`src/rtl/id_stage_pipe_pkg.sv`:
```
// ----------------------------------------------------------------------------
// id_stage_pipe_pkg
//
// Shared definitions for the pipelined decode stage:
//   - reset / zero constants (RstEnable, ZeroWord, NOPRegAddr)
//   - MIPS opcode and SPECIAL funct codes for the decoded subset
//   - EXE_*_OP ALU operation codes (8 bits) and EXE_RES_* result selects (3 bits)
//   - operand source selector and the decoded-instruction struct
//   - id_decode(): pure combinational decode of one instruction word
// ----------------------------------------------------------------------------
package id_stage_pipe_pkg;

    localparam logic        RstEnable  = 1'b1;
    localparam logic [31:0] ZeroWord   = 32'h0000_0000;
    localparam logic [4:0]  NOPRegAddr = 5'b00000;

    // Primary opcodes
    localparam logic [5:0] EXE_SPECIAL = 6'b000000;
    localparam logic [5:0] EXE_ANDI    = 6'b001100;
    localparam logic [5:0] EXE_ORI     = 6'b001101;
    localparam logic [5:0] EXE_XORI    = 6'b001110;
    localparam logic [5:0] EXE_LUI     = 6'b001111;
    localparam logic [5:0] EXE_LW      = 6'b100011;

    // SPECIAL funct codes
    localparam logic [5:0] EXE_AND = 6'b100100;
    localparam logic [5:0] EXE_OR  = 6'b100101;
    localparam logic [5:0] EXE_XOR = 6'b100110;
    localparam logic [5:0] EXE_NOR = 6'b100111;
    localparam logic [5:0] EXE_SLL = 6'b000000;
    localparam logic [5:0] EXE_SRL = 6'b000010;
    localparam logic [5:0] EXE_SRA = 6'b000011;

    // ALU operations
    localparam logic [7:0] EXE_NOP_OP = 8'b0000_0000;
    localparam logic [7:0] EXE_AND_OP = 8'b0010_0100;
    localparam logic [7:0] EXE_OR_OP  = 8'b0010_0101;
    localparam logic [7:0] EXE_XOR_OP = 8'b0010_0110;
    localparam logic [7:0] EXE_NOR_OP = 8'b0010_0111;
    localparam logic [7:0] EXE_SLL_OP = 8'b0111_1100;
    localparam logic [7:0] EXE_SRL_OP = 8'b0000_0010;
    localparam logic [7:0] EXE_SRA_OP = 8'b0000_0011;
    localparam logic [7:0] EXE_LW_OP  = 8'b1110_0011;

    // Result selects
    localparam logic [2:0] EXE_RES_NOP        = 3'b000;
    localparam logic [2:0] EXE_RES_LOGIC      = 3'b001;
    localparam logic [2:0] EXE_RES_SHIFT      = 3'b010;
    localparam logic [2:0] EXE_RES_LOAD_STORE = 3'b111;

    // Where an operand comes from. SRC_REG is the only source that reads the
    // register file and therefore the only one that can forward or hazard.
    typedef enum logic [2:0] {
        SRC_ZERO   = 3'd0,
        SRC_REG    = 3'd1,
        SRC_IMM_ZX = 3'd2,   // zero-extended imm16
        SRC_IMM_SX = 3'd3,   // sign-extended imm16
        SRC_IMM_HI = 3'd4,   // {imm16, 16'h0}
        SRC_SA     = 3'd5    // zero-extended shift amount
    } src_sel_e;

    typedef struct packed {
        logic       wreg;
        logic       is_load;
        logic       inst_invalid;
        logic [7:0] aluop;
        logic [2:0] alusel;
        logic [4:0] wd;
        src_sel_e   src1;
        src_sel_e   src2;
    } id_dec_t;

    function automatic id_dec_t id_decode(input logic [31:0] inst);
        id_dec_t    d;
        logic [5:0] op;
        logic [5:0] funct;
        logic [4:0] rt;
        logic [4:0] rd;
        op    = inst[31:26];
        funct = inst[5:0];
        rt    = inst[20:16];
        rd    = inst[15:11];

        d.wreg         = 1'b0;
        d.is_load      = 1'b0;
        d.inst_invalid = 1'b0;
        d.aluop        = EXE_NOP_OP;
        d.alusel       = EXE_RES_NOP;
        d.wd           = NOPRegAddr;
        d.src1         = SRC_ZERO;
        d.src2         = SRC_ZERO;

        case (op)
            EXE_SPECIAL: begin
                case (funct)
                    EXE_AND, EXE_OR, EXE_XOR, EXE_NOR: begin
                        d.wreg   = 1'b1;
                        d.alusel = EXE_RES_LOGIC;
                        d.wd     = rd;
                        d.src1   = SRC_REG;
                        d.src2   = SRC_REG;
                        case (funct)
                            EXE_AND: d.aluop = EXE_AND_OP;
                            EXE_OR:  d.aluop = EXE_OR_OP;
                            EXE_XOR: d.aluop = EXE_XOR_OP;
                            default: d.aluop = EXE_NOR_OP;
                        endcase
                    end
                    EXE_SLL, EXE_SRL, EXE_SRA: begin
                        d.wreg   = 1'b1;
                        d.alusel = EXE_RES_SHIFT;
                        d.wd     = rd;
                        d.src1   = SRC_SA;
                        d.src2   = SRC_REG;
                        case (funct)
                            EXE_SLL: d.aluop = EXE_SLL_OP;
                            EXE_SRL: d.aluop = EXE_SRL_OP;
                            default: d.aluop = EXE_SRA_OP;
                        endcase
                    end
                    default: d.inst_invalid = 1'b1;
                endcase
            end
            EXE_ANDI, EXE_ORI, EXE_XORI: begin
                d.wreg   = 1'b1;
                d.alusel = EXE_RES_LOGIC;
                d.wd     = rt;
                d.src1   = SRC_REG;
                d.src2   = SRC_IMM_ZX;
                case (op)
                    EXE_ANDI: d.aluop = EXE_AND_OP;
                    EXE_ORI:  d.aluop = EXE_OR_OP;
                    default:  d.aluop = EXE_XOR_OP;
                endcase
            end
            EXE_LUI: begin
                // LUI is executed as (imm << 16) | 0
                d.wreg   = 1'b1;
                d.alusel = EXE_RES_LOGIC;
                d.aluop  = EXE_OR_OP;
                d.wd     = rt;
                d.src1   = SRC_IMM_HI;
                d.src2   = SRC_ZERO;
            end
            EXE_LW: begin
                d.wreg    = 1'b1;
                d.is_load = 1'b1;
                d.alusel  = EXE_RES_LOAD_STORE;
                d.aluop   = EXE_LW_OP;
                d.wd      = rt;
                d.src1    = SRC_REG;
                d.src2    = SRC_IMM_SX;
            end
            default: d.inst_invalid = 1'b1;
        endcase
        return d;
    endfunction

endpackage

```
`src/rtl/id_stage_pipe_operand_sel.sv`:
```
// ----------------------------------------------------------------------------
// id_operand_sel
//
// Resolves one register source operand. Priority: address 0 -> 0, EX write
// match -> ex_wdata, MEM write match -> mem_wdata, else register-file data.
// With FWD_EN=0 the EX/MEM matches are reported as hazards instead and the
// register-file value is passed through (it is never consumed while the
// hazard is up). A load in EX that writes this source is always a hazard.
//
// Ports:
//   addr, re          source address and read enable
//   rf_data           register-file read data
//   ex_wreg/ex_is_load/ex_wd/ex_wdata    EX-stage write tuple
//   mem_wreg/mem_wd/mem_wdata            MEM-stage write tuple
//   data              resolved operand
//   hazard            this source cannot be satisfied this cycle
// ----------------------------------------------------------------------------
module id_operand_sel #(
    parameter int DATA_W     = 32,
    parameter int REG_ADDR_W = 5,
    parameter bit FWD_EN     = 1'b1
) (
    input  logic [REG_ADDR_W-1:0] addr,
    input  logic                  re,
    input  logic [DATA_W-1:0]     rf_data,
    input  logic                  ex_wreg,
    input  logic                  ex_is_load,
    input  logic [REG_ADDR_W-1:0] ex_wd,
    input  logic [DATA_W-1:0]     ex_wdata,
    input  logic                  mem_wreg,
    input  logic [REG_ADDR_W-1:0] mem_wd,
    input  logic [DATA_W-1:0]     mem_wdata,
    output logic [DATA_W-1:0]     data,
    output logic                  hazard
);

    logic live;
    logic ex_hit;
    logic mem_hit;

    // $0 is hard-wired, so it never matches a producer.
    assign live    = re && (addr != '0);
    assign ex_hit  = live && ex_wreg  && (ex_wd  == addr);
    assign mem_hit = live && mem_wreg && (mem_wd == addr);

    always_comb begin
        data = '0;
        if (!live) begin
            data = '0;
        end else if (FWD_EN && ex_hit) begin
            data = ex_wdata;
        end else if (FWD_EN && mem_hit) begin
            data = mem_wdata;
        end else begin
            data = rf_data;
        end
    end

    assign hazard = (ex_hit && ex_is_load) || (!FWD_EN && (ex_hit || mem_hit));

endmodule

```
`src/rtl/id_stage_pipe.sv`:
```
// ----------------------------------------------------------------------------
// id_stage_pipe
//
// Pipelined MIPS decode stage (logic / shift / LUI / LW subset). Decodes the
// IF/ID instruction, resolves operands by EX/MEM forwarding (or interlock when
// FWD_EN=0), detects load-use hazards and registers everything into an ID/EX
// output stage.
//
// Handshake: IF presents an instruction with if_valid_i. id_ready_o=1 means
// the instruction is consumed at this clk edge and IF may advance; it is
// flush_i | (!stall_i & !hazard). A hazard loads a bubble into ID/EX; stall_i
// holds ID/EX; flush_i clears ID/EX and discards the ID instruction. Accepted
// instructions appear on the outputs one cycle later with ex_valid_o=1.
//
// Ports:
//   clk, rst                     clock, synchronous active-high reset
//   if_valid_i, pc_i, inst_i     instruction from IF/ID
//   id_ready_o                   instruction consumed this cycle
//   reg{1,2}_read_o/_addr_o      register-file read port (combinational)
//   reg{1,2}_data_i              register-file read data
//   ex_wreg_i, ex_is_load_i, ex_wd_i, ex_wdata_i   EX-stage producer
//   mem_wreg_i, mem_wd_i, mem_wdata_i              MEM-stage producer
//   stall_i, flush_i             back-pressure and kill from downstream
//   ex_valid_o ... pc_o          registered ID/EX fields
// ----------------------------------------------------------------------------
module id_stage_pipe
    import id_stage_pipe_pkg::*;
#(
    parameter int DATA_W     = 32,   // must be >= 32 for LUI/imm widening
    parameter int REG_ADDR_W = 5,
    parameter bit FWD_EN     = 1'b1
) (
    input  logic                  clk,
    input  logic                  rst,
    input  logic                  if_valid_i,
    input  logic [31:0]           pc_i,
    input  logic [31:0]           inst_i,
    output logic                  id_ready_o,
    output logic                  reg1_read_o,
    output logic                  reg2_read_o,
    output logic [REG_ADDR_W-1:0] reg1_addr_o,
    output logic [REG_ADDR_W-1:0] reg2_addr_o,
    input  logic [DATA_W-1:0]     reg1_data_i,
    input  logic [DATA_W-1:0]     reg2_data_i,
    input  logic                  ex_wreg_i,
    input  logic                  ex_is_load_i,
    input  logic [REG_ADDR_W-1:0] ex_wd_i,
    input  logic [DATA_W-1:0]     ex_wdata_i,
    input  logic                  mem_wreg_i,
    input  logic [REG_ADDR_W-1:0] mem_wd_i,
    input  logic [DATA_W-1:0]     mem_wdata_i,
    input  logic                  stall_i,
    input  logic                  flush_i,
    output logic                  ex_valid_o,
    output logic                  wreg_o,
    output logic                  is_load_o,
    output logic                  inst_invalid_o,
    output logic [7:0]            aluop_o,
    output logic [2:0]            alusel_o,
    output logic [DATA_W-1:0]     reg1_o,
    output logic [DATA_W-1:0]     reg2_o,
    output logic [REG_ADDR_W-1:0] wd_o,
    output logic [31:0]           pc_o
);

    id_dec_t             dec;
    logic [DATA_W-1:0]   sel1_data;
    logic [DATA_W-1:0]   sel2_data;
    logic                haz1;
    logic                haz2;
    logic                hazard;
    logic [DATA_W-1:0]   op1;
    logic [DATA_W-1:0]   op2;

    assign dec = id_decode(inst_i);

    assign reg1_read_o = (dec.src1 == SRC_REG);
    assign reg2_read_o = (dec.src2 == SRC_REG);
    assign reg1_addr_o = REG_ADDR_W'(inst_i[25:21]);
    assign reg2_addr_o = REG_ADDR_W'(inst_i[20:16]);

    id_operand_sel #(
        .DATA_W     (DATA_W),
        .REG_ADDR_W (REG_ADDR_W),
        .FWD_EN     (FWD_EN)
    ) u_sel1 (
        .addr       (reg1_addr_o),
        .re         (reg1_read_o),
        .rf_data    (reg1_data_i),
        .ex_wreg    (ex_wreg_i),
        .ex_is_load (ex_is_load_i),
        .ex_wd      (ex_wd_i),
        .ex_wdata   (ex_wdata_i),
        .mem_wreg   (mem_wreg_i),
        .mem_wd     (mem_wd_i),
        .mem_wdata  (mem_wdata_i),
        .data       (sel1_data),
        .hazard     (haz1)
    );

    id_operand_sel #(
        .DATA_W     (DATA_W),
        .REG_ADDR_W (REG_ADDR_W),
        .FWD_EN     (FWD_EN)
    ) u_sel2 (
        .addr       (reg2_addr_o),
        .re         (reg2_read_o),
        .rf_data    (reg2_data_i),
        .ex_wreg    (ex_wreg_i),
        .ex_is_load (ex_is_load_i),
        .ex_wd      (ex_wd_i),
        .ex_wdata   (ex_wdata_i),
        .mem_wreg   (mem_wreg_i),
        .mem_wd     (mem_wd_i),
        .mem_wdata  (mem_wdata_i),
        .data       (sel2_data),
        .hazard     (haz2)
    );

    // An empty IF/ID slot has nothing to wait for.
    assign hazard     = if_valid_i && (haz1 || haz2);
    assign id_ready_o = flush_i || (!stall_i && !hazard);

    function automatic logic [DATA_W-1:0] pick_operand(
        input src_sel_e          src,
        input logic [DATA_W-1:0] reg_val,
        input logic [31:0]       inst
    );
        logic [DATA_W-1:0] v;
        v = '0;
        case (src)
            SRC_REG:    v = reg_val;
            SRC_IMM_ZX: v = DATA_W'(inst[15:0]);
            SRC_IMM_SX: v = DATA_W'($signed(inst[15:0]));
            SRC_IMM_HI: v = DATA_W'({inst[15:0], 16'h0000});
            SRC_SA:     v = DATA_W'(inst[10:6]);
            default:    v = '0;
        endcase
        return v;
    endfunction

    assign op1 = pick_operand(dec.src1, sel1_data, inst_i);
    assign op2 = pick_operand(dec.src2, sel2_data, inst_i);

    // ID/EX register. Reset, flush and a hazard bubble all load the same
    // cleared NOP image; stall holds.
    always_ff @(posedge clk) begin
        if (rst == RstEnable || flush_i || (!stall_i && hazard)) begin
            ex_valid_o     <= 1'b0;
            wreg_o         <= 1'b0;
            is_load_o      <= 1'b0;
            inst_invalid_o <= 1'b0;
            aluop_o        <= EXE_NOP_OP;
            alusel_o       <= EXE_RES_NOP;
            reg1_o         <= '0;
            reg2_o         <= '0;
            wd_o           <= REG_ADDR_W'(NOPRegAddr);
            pc_o           <= ZeroWord;
        end else if (!stall_i) begin
            // Side-effect flags are gated by if_valid_i so an empty slot
            // can never write a register or raise an exception.
            ex_valid_o     <= if_valid_i;
            wreg_o         <= if_valid_i && dec.wreg;
            is_load_o      <= if_valid_i && dec.is_load;
            inst_invalid_o <= if_valid_i && dec.inst_invalid;
            aluop_o        <= dec.aluop;
            alusel_o       <= dec.alusel;
            reg1_o         <= op1;
            reg2_o         <= op2;
            wd_o           <= REG_ADDR_W'(dec.wd);
            pc_o           <= pc_i;
        end
    end

endmodule

```
`config.mk`:
```
export PLATFORM = sky130hd
export DESIGN_NAME = id_stage_pipe
export DESIGN_NICKNAME = d
export VERILOG_FILES = /design/src/rtl/id_stage_pipe_pkg.sv /design/src/rtl/id_stage_pipe_operand_sel.sv /design/src/rtl/id_stage_pipe.sv
export SDC_FILE = /design/constraint.sdc
export NUM_CORES = 1
export LEC_CHECK = 0
export BUFFER_PORTS_ARGS = -buffer_cell sky130_fd_sc_hd__buf_2
export CAP_MARGIN = 15
export CORE_AREA = 2 2 131 133
export CTS_CLUSTER_DIAMETER = 50
export DETAILED_ROUTE_END_ITERATION = 7
export DIE_AREA = 0 0 133 135
export PLACE_DENSITY = 0.73
export SYNTH_ARGS = -nofsm -noshare
export SYNTH_HDL_FRONTEND = slang
export SYNTH_SLANG_ARGS = --single-unit
```
`constraint.sdc`:
```
create_clock -name clk -period 2.4 [get_ports clk]
set_input_delay 0.48 -clock clk [delete_from_list [all_inputs] [get_ports clk]]
set_output_delay 0.48 -clock clk [all_outputs]
set_load 0.02 [all_outputs]
```
**Word level (Yosys, flattened, before mapping)**

Index checks and enable logic that the tools add are counted.

- Bits in registers: 116
- Bits of input ports: 210
- Logic and storage cells: 86

- Equal/unequal tests: 25
- Multiplexer cells: 18
- Reduce and logical (&&, ||, !) cells: 33

Operator list:

| cell | number |
|---|---|
| one-hot mux 32 bit (5 select lines) | 2 |
| 2-to-1 mux 32 bit | 6 |
| one-hot mux 22 bit (4 select lines) | 1 |
| one-hot mux 22 bit (2 select lines) | 1 |
| == test 6 bit, second input constant | 5 |
| == test 6 x 4 -> 1 bit, second input constant | 4 |
| == test 5 bit | 4 |
| logical AND 1 bit | 18 |
| one-hot mux 7 bit (2 select lines) | 1 |
| == test 3 x 2 -> 1 bit, second input constant | 4 |
| == test 3 bit, second input constant | 4 |
| == test 6 x 2 -> 1 bit, second input constant | 2 |
| logical NOT 6 bit | 2 |
| nonzero test 5 bit | 2 |
| OR reduction 7 bit | 1 |
| == test 3 x 1 -> 1 bit, second input constant | 2 |
| one-hot mux 2 bit (3 select lines) | 1 |
| OR reduction 3 bit | 2 |
| OR reduction 5 bit | 1 |
| logical OR 1 bit | 4 |
| one-hot mux 1 bit (2 select lines) | 2 |
| one-hot mux 2 bit (2 select lines) | 1 |
| OR reduction 4 bit | 1 |
| 2-to-1 mux 1 bit | 3 |
| logical NOT 1 bit | 2 |

**Depth between registers and ports, before layout**

- Word-level depth: 14
- Depth in mapped cells: 10
- Mapped depth without buffers: 6

**Hierarchy**

From an unflattened synthesis, not the netlist that was laid out.

- Cell total of the unflattened synthesis: 780
- Area total of the unflattened synthesis: 6343.6 um^2

By module, submodules not included:

| module | times used | cells an instance | area each (um^2) | seq. area each (um^2) |
|---|---|---|---|---|
| id_stage_pipe | 1 | 466 | 4596.9 | 2282.2 |
| id_operand_sel | 2 | 157 | 873.3 | 0.0 |

**Worst setup path before layout**

No wires, ideal clock.

- Kind: input -> register
- From: in inst_i[26]
- To: reg pc_o[10]
- Library setup time: 123 ps
- Arrival time: 2276 ps
- Path slack: 1 ps
- Cell stages on the path: 8
- Path buffers: 2
- Cells stage by stage: buf_6 > nor4_4 > nand2_2 > nor2_1 > nand3b_1 > o22ai_2 > clkbuf_2 > o21ai_0

- Longest elaborated chain between the ends: 12
- Elaborated cells on any way between the ends: 22
- Those cells by class: eq/ne (7); mux (1); reduce/logical (14)

RTL lines:

| what | line | source |
|---|---|---|
| start: declaration | id_stage_pipe.sv:37 | `input logic [31:0] inst_i,` |
| == test 6 x 4 -> 1 bit | id_stage_pipe_pkg.sv:93 | `case (op)` |
| OR reduction 3 bit | id_stage_pipe_pkg.sv:93 |  |
| one-hot mux 22 bit (4 select lines) (*) | id_stage_pipe_pkg.sv:93 |  |
| == test 3 x 1 -> 1 bit (*) | id_stage_pipe.sv:78 | `assign reg2_read_o = (dec.src2 == SRC_REG);` |
| net reg2_read_o | id_stage_pipe.sv:40 | `output logic reg2_read_o,` |
| logical AND 1 bit (*) | id_stage_pipe_operand_sel.sv:42 | `assign live = re && (addr != '0);` |
| logical AND 1 bit (*) (2 in a row) | id_stage_pipe_operand_sel.sv:43 | `assign ex_hit = live && ex_wreg && (ex_wd == addr);` |
| logical AND 1 bit (*) | id_stage_pipe_operand_sel.sv:59 | `assign hazard = (ex_hit && ex_is_load) \|\| (!FWD_EN && (ex_hit \|\| mem_hit));` |
| logical OR 1 bit (*) | id_stage_pipe.sv:121 | `assign hazard = if_valid_i && (haz1 \|\| haz2);` |
| logical AND 1 bit (*) | id_stage_pipe.sv:121 |  |
| logical AND 1 bit (*) | id_stage_pipe.sv:148 | `if (rst == RstEnable \|\| flush_i \|\| (!stall_i && hazard)) begin` |
| logical OR 1 bit (*) | id_stage_pipe.sv:148 |  |
| end signal: assignment | id_stage_pipe.sv:158 | `pc_o <= ZeroWord;` |
| end signal: assignment | id_stage_pipe.sv:171 | `pc_o <= pc_i;` |
| end: declaration | id_stage_pipe.sv:63 | `output logic [31:0] pc_o` |

The timed path passes the listed nets; every way through them passes the cells marked *.
A chain may end at the register's enable or synchronous reset.

**Final worst setup path**

- From: in inst_i[23]
- To: reg reg2_o[1]

- Longest elaborated chain between the ends: 9
- Elaborated cells on any way between the ends: 10
- Those cells by class: eq/ne (1); reduce/logical (9)

RTL lines:

| what | line | source |
|---|---|---|
| nonzero test 5 bit | id_stage_pipe_operand_sel.sv:42 |  |
| logical AND 1 bit | id_stage_pipe_operand_sel.sv:42 |  |
| logical AND 1 bit | id_stage_pipe_operand_sel.sv:43 |  |
| logical AND 1 bit (*) | id_stage_pipe_operand_sel.sv:43 |  |
| logical AND 1 bit (*) | id_stage_pipe_operand_sel.sv:59 |  |
| logical OR 1 bit (*) | id_stage_pipe.sv:121 |  |
| logical AND 1 bit (*) | id_stage_pipe.sv:121 |  |
| logical AND 1 bit (*) | id_stage_pipe.sv:148 |  |
| logical OR 1 bit (*) | id_stage_pipe.sv:148 |  |
| end signal: assignment | id_stage_pipe.sv:169 | `reg2_o <= op2;` |
| end: declaration | id_stage_pipe.sv:61 | `output logic [DATA_W-1:0] reg2_o,` |

Mark *: on every way between the ends. The rest lies on a longest branch, timed or not.

==> results_dict.tcl <==
set metrics [dict create \
    wl_per_cell_um 18.9 \
    power_frac_comb_pct 13.8 \
    clock-sinks 114 \
    start_util_pct 38.5 \
    nFillCells 1500 \
    placed_cells 1310 \
    netlist_instances 754 \
    seqPwrFrac_pct 37.2 \
    end_kind "register" \
    report.final.setup_viol 64 \
    drv_slew 0 \
    path_clk_slew_ns 0.06 \
    synth_top_cell_by_area "dfxtp_1" \
    drc 0 \
    power_switching_mw 1.40 \
    multi_input_area_mm2 0.00366 \
    yosys.cell_types.count 56 \
    netlist_area_mm2 0.00632 \
    io_pins 339 \
    ys_seq_area_share_pct 36.1 \
    ys.flop_type "dfxtp_1" \
    start_kind "input port" \
    setup_slack_ns -0.0764 \
    ant_nets 0 \
    maxCapViolCount 0 \
    tightest_slew_ns 1.16 \
    fin_worst_skew_ns 0 \
    dr_total_vias 7411 \
    async_reset_ff_share_pct 0 \
    drt_pre_antenna_iters 6 \
    globalplace.congestion 0.957 \
    die_h_um 135 \
    via_per_inst 5.47 \
    fin_crit_sh_pct 103 \
    grt_pass1_wl_mm 38.3 \
    antenna_found_initial 4 \
    synth.area.top_cells "dfxtp_1, nand2_1, nand3_1, mux2i_1, a221oi_1" \
    synth-compound-area-share_pct 27.5 \
    layout-drive-gt1-share_pct 46.4 \
    slew-limit-headroom_pct 22.1 \
    worstSetupPathType "input port to register" \
    clk_latency_ns 0.42 \
    required_ns 2.69 \
    rows 47 \
    p_int_mw 3.78 \
    coreArea_mm2 0.0164 \
    hp-class "input port to register" \
    finalNetCount 1331 \
    syn-num-nets 964 \
    rsz0062_at_grt "true" \
    ys.warnings.count 0 \
    drt_iter0_markers 544 \
    cts-htree-levels 4 \
    synth-simple-area-share_pct 21.5 \
    track_usage_pct 27.3 \
    synth_mux_area_share_pct 5.22 \
    max-vdd-ir-drop_mv 0.449 \
    die_width_um 133 \
    grt_overflow_total 0 \
    synth_edf_count 0 \
    max_freq_ghz 0.404 \
    synth.top_cells.by_count "dfxtp_1, nand2_1, nand3_1" \
    cts_buffers 17 \
    postSynthAreaPerCell_um2 8.39 \
    period_needed_ns 2.48 \
    hold-worst-slack_ns 0.303 \
    area_delta_synth_final_pct 49.9 \
    grt_pass1_vias 7108 \
    grt_max_degree 62 \
    status "complete, but fails checks" \
    portBuffers 338 \
    clockBufferDepth 2 \
    fin_cells 1355 \
    p_per_area_mw_per_mm2 546 \
    synth_top_area_share_pct 36.1 \
    synthAdderAreaFrac_pct 0 \
    ctsHoldBuffers 0 \
    sw_frac_of_total_pct 27.1 \
    die_area_mm2 0.0180 \
    routed_wirelength_mm 25.6 \
    violations "negative setup slack" \
    root_buffer "clkbuf_16" \
    seq_area_mm2 0.00228 \
    p_leak_nw 3.95 \
    cp_data_arrival_time_ns 2.77 \
    synth.most_common_cell "dfxtp_1" \
    cts_tree "yes" \
    hpwlAfterDp_mm 19.0 \
    power.total_mw 5.18 \
    power_frac_clock_pct 49.0 \
    finalHoldViolCount 0 \
    r2r_setup_slack_ns 1.42 \
    synth-seq-cells 114 \
    synth-xor-area-share_pct 2.77 \
    worstPathMaxFanout 12 \
    synth_top_family_by_area "compound AO/OA/AOI/OAI gates" \
]
sequential cells by signal, summed over array words and instances, names as in the netlist:
| signal | cells |
|---|---|
| reg1_o | 32 |
| wreg_o | 1 |
| aluop_o | 7 |
| inst_invalid_o | 1 |
| reg2_o | 32 |
| pc_o | 32 |
| is_load_o | 1 |
| alusel_o | 2 |
| ex_valid_o | 1 |
| wd_o | 5 |
layer usage:
metal / GRT usage, % / wire (um) / vias up
met5: 0 / 41 / -
met4: 12.1 / 894 / 6
met3: 7.51 / 2110 / 69
met2: 45.7 / 12400 / 383
met1: 32.7 / 10200 / 3433
li1: - / - / 3520
critical path, cell delays in order:
cell       delay, ns
buf_8           0.10
xor2_1          0.16
nor4_2          0.32
buf_4           0.18
nand2_2         0.05
buf_4           0.13
buf_4           0.12
buf_4           0.12
buf_4           0.12
buf_4           0.13
nor4b_2         0.24
a211o_2         0.20
buf_12          0.17
clkbuf_16       0.18
a21oi_2         0.04
through the flow:
step	TNS, ns	util (%)	setup WS (ns)	instance area [um^2]
after floorplan	0	-	0.00149	6320
after global placement	-9.23	52.5	-0.257	8620
after detailed placement	-10.78	52.5	-0.330	8620
after CTS	-0.0281	56.7	-0.0267	9300
after global routing	-5.10	57.8	-0.134	9480
final	-2.99	57.8	-0.0764	9480
power groups by stage:
stage / Sequential [mW] / Combinational, mW / Clock, mW
finish: 1.93 / 0.712 / 2.54
global route: 1.93 / 0.763 / 2.66
CTS: 1.93 / 0.674 / 2.57
detailed placement: 1.97 / 0.658 / 0
global placement: 1.97 / 0.653 / 0
floorplan: 2.00 / 0.252 / 0
what timing repair did:
action                                  4_1_cts  5_1_grt
gates resized for setup                      15       10
setup buffers                                 5        2
cloned                                        0        5
pin swaps                                     6        4
endpoints found under the setup margin        1       65
logic make-up after synthesis:
family	after synthesis
buffers and inverters	78
and+or+nand+nor	271
DFF	114
xor gates and xnor gates	20
muxes	33
AOI/OAI and AO/OA	238
placed cells by master, fill, tap and decap left out, drive strengths merged, types with 2 or more instances in the layout:
cell type  netlist  routed
a21oi           54      54
a211o           17      17
or4              2       2
nand3b           4       4
inv              2       4
a221oi          31      31
o21ai           59      59
o41ai            2       2
mux2i           33      33
bufinv           0       2
xor2            16      16
and2             3       3
nor2b            4       4
a22o             6       6
or2             13      13
nand3           75      75
nand2          103     103
and3             4       4
nor4            11      11
a2bb2oi          6       6
o22ai            2       2
xnor2            4       4
clkinv           0       5
and4             2       2
nor2            34      34
nand4            2       2
nor3             7       7
a31oi           22      22
buf             36     420
clkinvlp         0       5
a21o             3       3
clkbuf          40      22
dfxtp          114     114
or3              4       4
a22oi           31      31
final timing paths:
| path | to | depth (start not counted) | startpoint |
|---|---|---|---|
| setup / recovery | reg2_o[1] | 15 | inst_i[23] |
| hold / removal | reg2_o[0] | 3 | reg2_data_i[0] |
| setup reg to reg | reg2_o[9] | 3 | reg2_o[9] |
| hold reg to reg | wd_o[0] | 2 | wd_o[0] |
layout make-up:
type                            count  area share [%]
Inverter                            2          0.0792
Clock inverter                     14            1.66
Multi-Input combinational cell    562            38.6
Sequential cell                   114            24.1
Clock buffer                       18            4.53
Tap cell                          220            2.90
Timing Repair Buffer              424            28.1
Antenna cell                        1          0.0264
(Power assumes the default switching activity.)
